--- src/rtl/lenet_pkg.sv ---
// Shared types and default sizing for the LeNet inference scheduler slice.
package lenet_pkg;

  typedef enum logic [2:0] {
    IDLE  = 3'd0,
    LOAD  = 3'd1,
    START = 3'd2,
    WAIT  = 3'd3,
    SCAN  = 3'd4,
    DONE  = 3'd5
  } sched_state_t;

  localparam int DEF_IMG_DIM        = 28;
  localparam int DEF_NUM_CLASSES    = 10;
  localparam int DEF_BITWIDTH       = 9;
  localparam int DEF_TIMEOUT_CYCLES = 65535;

  // Index width that never collapses to zero bits for degenerate sizes.
  function automatic int clog2_min1(input int v);
    return (v > 1) ? $clog2(v) : 1;
  endfunction

endpackage

--- src/rtl/lenet_argmax_seq.sv ---
// Serial signed argmax: one score per valid cycle; winner is registered on the last one.
module lenet_argmax_seq
  import lenet_pkg::*;
#(
  parameter int BITWIDTH = DEF_BITWIDTH,
  parameter int IW       = 4
) (
  input  logic                       clk,
  input  logic                       reset,
  input  logic                       score_valid,
  input  logic                       score_first,
  input  logic                       score_last,
  input  logic [IW-1:0]              score_idx,
  input  logic signed [BITWIDTH-1:0] score_val,
  output logic [IW-1:0]              win_idx,
  output logic signed [BITWIDTH-1:0] win_val,
  output logic                       win_hit
);

  logic [IW-1:0]              best_idx_r;
  logic signed [BITWIDTH-1:0] best_val_r;
  logic [IW-1:0]              cand_idx_s;
  logic signed [BITWIDTH-1:0] cand_val_s;
  logic [IW-1:0]              win_idx_r;
  logic signed [BITWIDTH-1:0] win_val_r;
  logic                       win_hit_r;

  // Candidate after this score; strict greater keeps the lowest index on ties.
  always_comb begin
    cand_idx_s = best_idx_r;
    cand_val_s = best_val_r;
    if (score_first || (score_val > best_val_r)) begin
      cand_idx_s = score_idx;
      cand_val_s = score_val;
    end else begin
      cand_idx_s = best_idx_r;
      cand_val_s = best_val_r;
    end
  end

  // Running best plus the published winner.
  always_ff @(posedge clk) begin
    if (reset) begin
      best_idx_r <= '0;
      best_val_r <= '0;
      win_idx_r  <= '0;
      win_val_r  <= '0;
      win_hit_r  <= 1'b0;
    end else if (score_valid) begin
      best_idx_r <= cand_idx_s;
      best_val_r <= cand_val_s;
      if (score_last) begin
        win_idx_r <= cand_idx_s;
        win_val_r <= cand_val_s;
        win_hit_r <= 1'b1;
      end
    end
  end

  assign win_idx = win_idx_r;
  assign win_val = win_val_r;
  assign win_hit = win_hit_r;

endmodule

--- src/rtl/lenet_inference_scheduler.sv ---
// Frame loader, accelerator start/timeout sequencer and serial argmax result port
// for one LeNet inference.
module lenet_inference_scheduler
  import lenet_pkg::*;
#(
  parameter  int BITWIDTH       = DEF_BITWIDTH,
  parameter  int IMG_DIM        = DEF_IMG_DIM,
  parameter  int NUM_CLASSES    = DEF_NUM_CLASSES,
  parameter  int TIMEOUT_CYCLES = DEF_TIMEOUT_CYCLES,
  localparam int RW             = clog2_min1(IMG_DIM),
  localparam int CW             = clog2_min1(NUM_CLASSES)
) (
  input  logic                   clk,
  input  logic                   reset,
  input  logic                   pix_valid,
  output logic                   pix_ready,
  input  logic [BITWIDTH-1:0]    pix_data,
  input  logic                   pix_last,
  output logic                   img_we,
  output logic [RW-1:0]          img_row,
  output logic [RW-1:0]          img_col,
  output logic [BITWIDTH-1:0]    img_wdata,
  output logic                   acc_start,
  input  logic                   acc_done,
  output logic [CW-1:0]          score_idx,
  input  logic [BITWIDTH-1:0]    score_data,
  output logic                   res_valid,
  input  logic                   res_ready,
  output logic [CW-1:0]          res_class,
  output logic [BITWIDTH-1:0]    res_score,
  output logic [NUM_CLASSES-1:0] led,
  output logic                   busy,
  output logic                   err_frame,
  output logic                   err_timeout
);

  localparam int              TW       = clog2_min1(TIMEOUT_CYCLES);
  localparam logic [TW-1:0]   TMO_LAST = (TIMEOUT_CYCLES > 0) ? TW'(TIMEOUT_CYCLES - 1) : '0;
  localparam logic [RW-1:0]   DIM_LAST = RW'(IMG_DIM - 1);
  localparam logic [CW-1:0]   CLS_LAST = CW'(NUM_CLASSES - 1);

  sched_state_t               state_r, state_s;
  logic [RW-1:0]              row_r, col_r;
  logic [CW-1:0]              scan_r;
  logic [TW-1:0]              tmo_r;
  logic                       err_frame_r, err_timeout_r;
  logic                       xfer_s, frame_end_s, tmo_hit_s;
  logic [CW-1:0]              win_idx_s;
  logic signed [BITWIDTH-1:0] win_val_s;
  logic                       win_hit_s;

  assign frame_end_s = (row_r == DIM_LAST) && (col_r == DIM_LAST);
  assign tmo_hit_s   = (TIMEOUT_CYCLES > 0) && (tmo_r == TMO_LAST);

  // State register.
  always_ff @(posedge clk) begin
    if (reset) begin
      state_r <= IDLE;
    end else begin
      state_r <= state_s;
    end
  end

  // Next-state logic.
  always_comb begin
    state_s = state_r;
    case (state_r)
      IDLE, LOAD: begin
        if (!xfer_s) begin
          state_s = state_r;
        end else if (frame_end_s) begin
          state_s = START;
        end else if (pix_last) begin
          state_s = IDLE;
        end else begin
          state_s = LOAD;
        end
      end
      START: state_s = WAIT;
      WAIT: begin
        // acc_done on the last allowed cycle beats the timeout.
        if (acc_done) begin
          state_s = SCAN;
        end else if (tmo_hit_s) begin
          state_s = IDLE;
        end else begin
          state_s = WAIT;
        end
      end
      SCAN: begin
        if (scan_r == CLS_LAST) begin
          state_s = DONE;
        end else begin
          state_s = SCAN;
        end
      end
      DONE: begin
        if (res_ready) begin
          state_s = IDLE;
        end else begin
          state_s = DONE;
        end
      end
      default: state_s = IDLE;
    endcase
  end

  // Output decode; pixel accept and start are held off while reset is asserted.
  always_comb begin
    pix_ready = 1'b0;
    acc_start = 1'b0;
    case (state_r)
      IDLE, LOAD: pix_ready = ~reset;
      START:      acc_start = ~reset;
      default: begin
        pix_ready = 1'b0;
        acc_start = 1'b0;
      end
    endcase
    xfer_s    = pix_ready & pix_valid;
    img_we    = xfer_s;
    img_row   = row_r;
    img_col   = col_r;
    img_wdata = pix_data;
    score_idx = scan_r;
    res_valid = (state_r == DONE);
    busy      = (state_r != IDLE);
  end

  // Frame, scan and timeout counters plus sticky error flags.
  always_ff @(posedge clk) begin
    if (reset) begin
      row_r         <= '0;
      col_r         <= '0;
      scan_r        <= '0;
      tmo_r         <= '0;
      err_frame_r   <= 1'b0;
      err_timeout_r <= 1'b0;
    end else begin
      case (state_r)
        IDLE, LOAD: begin
          if (xfer_s) begin
            if (frame_end_s || pix_last) begin
              row_r <= '0;
              col_r <= '0;
            end else if (col_r == DIM_LAST) begin
              col_r <= '0;
              row_r <= row_r + RW'(1);
            end else begin
              col_r <= col_r + RW'(1);
            end
            // The first pixel of a frame clears both sticky flags.
            err_frame_r <= ((state_r == IDLE) ? 1'b0 : err_frame_r)
                         | (frame_end_s ? ~pix_last : pix_last);
            if (state_r == IDLE) begin
              err_timeout_r <= 1'b0;
            end
          end
        end
        START: begin
          tmo_r  <= '0;
          scan_r <= '0;
        end
        WAIT: begin
          if (acc_done || tmo_hit_s) begin
            tmo_r <= '0;
          end else if (TIMEOUT_CYCLES > 0) begin
            tmo_r <= tmo_r + TW'(1);
          end
          if (!acc_done && tmo_hit_s) begin
            err_timeout_r <= 1'b1;
          end
        end
        SCAN: scan_r <= (scan_r == CLS_LAST) ? '0 : scan_r + CW'(1);
        default: ;
      endcase
    end
  end

  lenet_argmax_seq #(
    .BITWIDTH (BITWIDTH),
    .IW       (CW)
  ) u_argmax (
    .clk         (clk),
    .reset       (reset),
    .score_valid (state_r == SCAN),
    .score_first (scan_r == '0),
    .score_last  (scan_r == CLS_LAST),
    .score_idx   (scan_r),
    .score_val   ($signed(score_data)),
    .win_idx     (win_idx_s),
    .win_val     (win_val_s),
    .win_hit     (win_hit_s)
  );

  // LED is dark until the first result has been produced.
  always_comb begin
    led = '0;
    if (win_hit_s) begin
      led[win_idx_s] = 1'b1;
    end else begin
      led = '0;
    end
  end

  assign res_class   = win_idx_s;
  assign res_score   = win_val_s;
  assign err_frame   = err_frame_r;
  assign err_timeout = err_timeout_r;

endmodule
--- config.mk ---
export PLATFORM = sky130hd
export DESIGN_NAME = lenet_inference_scheduler
export DESIGN_NICKNAME = d
export VERILOG_FILES = /design/src/rtl/lenet_pkg.sv /design/src/rtl/lenet_argmax_seq.sv /design/src/rtl/lenet_inference_scheduler.sv
export SDC_FILE = /design/constraint.sdc
export NUM_CORES = 1
export LEC_CHECK = 0
export CORE_ASPECT_RATIO = 1.5
export CORE_MARGIN = 8
export CORE_UTILIZATION = 30
export CTS_CLUSTER_SIZE = 30
export DETAILED_ROUTE_END_ITERATION = 7
export SLEW_MARGIN = 20
export SYNTH_ARGS = -nofsm -noshare
export SYNTH_HDL_FRONTEND = slang
export SYNTH_SLANG_ARGS = --single-unit
--- constraint.sdc ---
create_clock -name clk -period 3 [get_ports clk]
set_input_delay 0.6 -clock clk [delete_from_list [all_inputs] [get_ports clk]]
set_output_delay 0.6 -clock clk [all_outputs]
set_load 0.05 [all_outputs]
## Yosys cells after proc, flatten, opt, wreduce, memory -nomap -nowiden

Cells that the tools add are included.

| word-level totals | value |
|---|---|
| flip-flop bits (word level) | 62 |
| bits in latches | 0 |
| bits in writable memories | 0 |
| ROM bits | 0 |
| bits of input ports | 24 |
| output and inout port bits | 53 |
| word-level logic and storage cells | 83 |
| memories kept | 0 |

| operators by class | value |
|---|---|
| $add $sub $neg | 4 |
| multipliers | 0 |
| div/mod/pow operators | 0 |
| magnitude comparators | 3 |
| equal/unequal tests | 12 |
| shift-type cells | 0 |
| mux-type cells | 29 |
| bitwise gates (word level) | 4 |
| reduce and logical (&&, ||, !) cells | 19 |

Operators by type and width:

| cell | count |
|---|---|
| $pmux 16 s2 | 1 |
| $mux 5 | 4 |
| $add 16x1->16 const B | 1 |
| $eq 16x16->1 const B | 1 |
| $mux 16 | 1 |
| $pmux 3 s5 | 1 |
| $add 5x1->5 const B | 2 |
| $eq 5x5->1 const B | 2 |
| $mux 1 | 10 |
| $mux 10 | 1 |
| $gt 9x9->1 | 1 |
| $mux 3 | 3 |
| $mux 9 | 1 |
| $mux 4 | 2 |
| $pmux 4 s2 | 1 |
| $reduce_bool 2->1 | 4 |
| $eq 3x2->1 const B | 2 |
| $eq 3x3->1 const B | 2 |
| $ne 2x2->1 const B | 3 |
| $lt 4x5->1 const B | 1 |
| $add 4x1->4 const B | 1 |
| $demux 1 s4 | 1 |
| $eq 4x4->1 const B | 1 |
| $ge 4x1->1 const B | 1 |
| 16 further kinds | 23 |

## Longest topological paths before layout

| depth | value |
|---|---|
| word-level depth | 6 |
| gate-level depth with buffers | 9 |
| gate-level depth less buffers | 8 |

## Modules after synthesis

A second synthesis with hierarchy kept.

| unflattened totals | value |
|---|---|
| cells, all modules | 438 |
| area total of the unflattened synthesis | 3547.2 µm² |

By module, submodules not included:

| module | times used | cells an instance | area an instance (µm²) | seq. area each (µm²) |
|---|---|---|---|---|
| lenet_inference_scheduler | 1 | 268 | 2143.3 | 700.7 |
| lenet_argmax_seq | 1 | 170 | 1403.8 | 540.5 |

## Worst setup path before layout

Ideal clock, no wire load.

| timing path | value |
|---|---|
| path type | input-to-output |
| start point | in reset |
| end point | out acc_start |
| data arrival time | 2171 ps |
| setup slack | 229 ps |
| cell stages on the path | 4 |
| path buffers | 3 |
| path through | buf_4 > buf_2 > buf_2 > nor3_1 |

| between the ends | value |
|---|---|
| cells in the longest elaborated chain, start to end | 2 |

Ends and longest elaborated chain:

| element | line | source |
|---|---|---|
| from (decl) | lenet_inference_scheduler.sv:14 | `input logic reset,` |
| $not 1->1 | lenet_inference_scheduler.sv:114 | `START: acc_start = ~reset;` |
| $mux 1 | lenet_inference_scheduler.sv:112 | `case (state_r)` |
| to (decl) | lenet_inference_scheduler.sv:23 | `output logic acc_start,` |

No other way between the ends.

## Worst setup path after layout

| timing path | value |
|---|---|
| start point | reg u_argmax.win_hit_r (netlist: u_argmax.win_hit) |
| end point | out led[0] |

| between the ends | value |
|---|---|
| cells in the longest elaborated chain, start to end | 1 |

Ends and longest elaborated chain:

| element | line | source |
|---|---|---|
| from (decl) | lenet_argmax_seq.sv:26 | `logic win_hit_r;` |
| from (signal assigned) | lenet_argmax_seq.sv:48 | `win_hit_r <= 1'b0;` |
| from (signal assigned) | lenet_argmax_seq.sv:55 | `win_hit_r <= 1'b1;` |
| $mux 10 | lenet_inference_scheduler.sv:199 | `if (win_hit_s) begin` |
| to (decl) | lenet_inference_scheduler.sv:31 | `output logic [NUM_CLASSES-1:0] led,` |

No other way between the ends.

==> metrics.cfg <==
[status]
status=completed

[yosys]
synth_nets=438
synth_edf_count=0
syn_area_per_cell_um2=8.554
ys_ff_latch=62
synth_area_mm2=0.003396
yosysTopAreaCell=dfxtp_1
syn_inst=397
synth_most_common_cell=nor2_1
synthFlopType=dfxtp_1
synth_top_area_share=0.3655
synth_area_leaders=dfxtp_1 37%, nor2_1 8.0%, mux2i_1 6.8%
async_reset_ff_frac=0
ys_seq_area_frac=0.3655
yosysUniqueCellTypes=61
synthTopCellsByCount=72 x nor2_1, 62 x dfxtp_1, 23 x mux2i_1, 23 x nand2_1, 22 x a21oi_1
yosys_warnings=0

[placement]
io_buffers=58
post-dp-hpwl_mm=6.191
dp_cells=584
dpl_cell_area_mm2=0.003999
place.gp.congestion=0.7721

[hold_path]
hold_path.class=reg -> reg

[cells_and_area]
final_cells=600
design_area_mm2=0.004300
diodes=0
final_layout_size_suffix_gt1_frac=0.1038
syn_to_final_growth_pct=26.64
nFillCells=1145
regArea_mm2=0.001241
multi_input_area_mm2=0.001889
final_util=0.3890
nets=489

[cts]
clock-root-buffer=clkbuf_16
cts_made_buffers=9
cts.sinks=62
cts_hold_buf=0
htree_levels=3
clk_latency_ns=0.33
post_cts_resized=0
clk_pin_slew_ns=0.05
tritoncts=done
clockBufferDepth=2
cts_setup_buffers=0

[power_and_ir_drop]
p_leak_nw=1.537
power.density_mw_per_mm2=460.9
seq_power_share=0.420
combinationalPowerShare=0.054
ir_drop_mv=0.2180
swShare=0.2160
p_int_w=0.001554
power.switching_w=0.0004282
clkPwrFrac=0.526

[grt]
grt_pass1_wl_mm=13.77
gr-usage-all-layers=0.1155
grt_max_degree=44
overflow=0
antenna_found_initial=0
first_global_vias=2841

[critical_path]
endpoint_kind=output port
arrival_ns=2.19
startpoint=u_argmax.win_hit
reg2regPathDepth=8
required_ns=2.40
crit_fanout=4
ff2ff_setup_slack_ns=0.59
path_class=reg -> out
crit_path_end=led[0]
r2r-start=img_col[0]
r2r-end=img_row[3]
start_kind=flip-flop

[timing]
holdWs_ns=0.4670
slew_headroom=0.5243
tightest_slew_ns=0.7134
timing.fmax_mhz=358.4
tns_ns=0
post-route-min-period_ns=2.790
fin_worst_skew_ns=0.004730
hold_viol_final=0
rsz0062_at_grt=no
setup_viol=0
drv_slew=0
timing.final.crit_share=0.9300

[floorplanning]
start_util=0.3072
dieHeight_um=146.3
num_rows=47
core_region_area_mm2=0.01106
die_area_mm2=0.01505
die_w_um=102.9
io-pin-count=77

[route]
ant_nets=0
wire_per_inst_um=13.79
wl_mm=8.271
firstDrtPassIters=4
drt_iter0_drc=66
dr_total_vias=2944
drc_errors=0
vias_per_cell=4.907

[run]
maxCapViolCount=0

cells by family (layout without fill, tap and decap cells):
kind of cell / Yosys count / in the layout / share of synthesized area
AND/OR/NAND/NOR: 162 / 162 / 0.2506
buffers and inverters: 44 / 100 / 0.07811
flip-flops: 62 / 62 / 0.3655
adder cells (fa/ha/maj): 17 / 17 / 0.06264
multiplexers: 23 / 23 / 0.06780
XOR/XNOR: 10 / 10 / 0.02579
AO/OA/AOI/OAI: 79 / 79 / 0.1496
power by group through the flow:
stage	Clock, W	Combinational (W)	Sequential [W]
floorplan	0	0.0000934	0.000854
detailed placement	0	0.000109	0.000849
global placement	0	0.000108	0.000849
global route	0.00111	0.000118	0.000832
finish	0.00104	0.000108	0.000832
CTS	0.00107	0.000109	0.000831
cell type report:
cell class,count,area share
multi-input combinational,291,0.4393
clock buffer,12,0.05965
inverter,21,0.01833
clock inverter,4,0.01047
sequential,62,0.2886
timing repair buffer,63,0.1408
tap,147,0.04277
per-layer routing:
layer	track usage	up-vias	routed length [µm]
li1	-	1497	-
met5	0	-	0
met2	0.2006	49	4284
met4	0.06545	0	260
met1	0.1204	1377	3372
met3	0.03094	21	353
metrics by stage:
stage                     setup slack, ns   power, W
after CTS                          0.1830   0.002015
final                              0.2101   0.001982
after detailed placement           0.1962  0.0009576
after global routing               0.1334   0.002057
after floorplan                    0.2287  0.0009473
after global placement             0.2655  0.0009568
layout by cell type (no fill, tap or decap), types with 7 or more instances in the layout:
cell type	instances
dfxtp_1	62
ha_1	17
clkbuf_16	9
nand3_1	13
o21ai_0	17
nand4_1	9
inv_1	20
clkdlybuf4s50_1	54
nand2_1	23
nor3_1	7
nor2_1	72
buf_4	8
o21ai_1	7
mux2i_1	23
a21oi_1	22
a211oi_1	13
xor2_1	7
worst max-delay path: stages (launching register included):
cell and delay, ns:
dfxtp_1 0.37, or3b_2 0.51, nor3_1 0.15, clkdlybuf4s50_1 0.84
sequential cells by signal, summed over array words and instances, names as in the netlist:
name                 flops
img_col                  5
u_argmax.win_val         9
score_idx                4
state_r                  3
u_argmax.best_val_r      9
u_argmax.win_hit         1
u_argmax.best_idx_r      4
u_argmax.win_idx         4
tmo_r                   16
img_row                  5
err_frame                1
err_timeout              1
worst min-delay path by stage:
| stage | from | end | slack, ns | depth (start not counted) |
|---|---|---|---|---|
| 2_1_floorplan | tmo_r[5] | tmo_r[5] | 0.43 | 1 |
| 3_3_place_gp | tmo_r[5] | tmo_r[5] | 0.45 | 1 |
| 3_5_place_dp | u_argmax.best_idx_r[2] | u_argmax.best_idx_r[2] | 0.46 | 2 |
| 4_1_cts | tmo_r[5] | tmo_r[5] | 0.47 | 1 |
| 5_1_grt | u_argmax.best_idx_r[2] | u_argmax.best_idx_r[2] | 0.49 | 2 |
| 6_report | u_argmax.best_idx_r[2] | u_argmax.best_idx_r[2] | 0.47 | 2 |
Note: power is estimated with default switching activity, not from simulation.
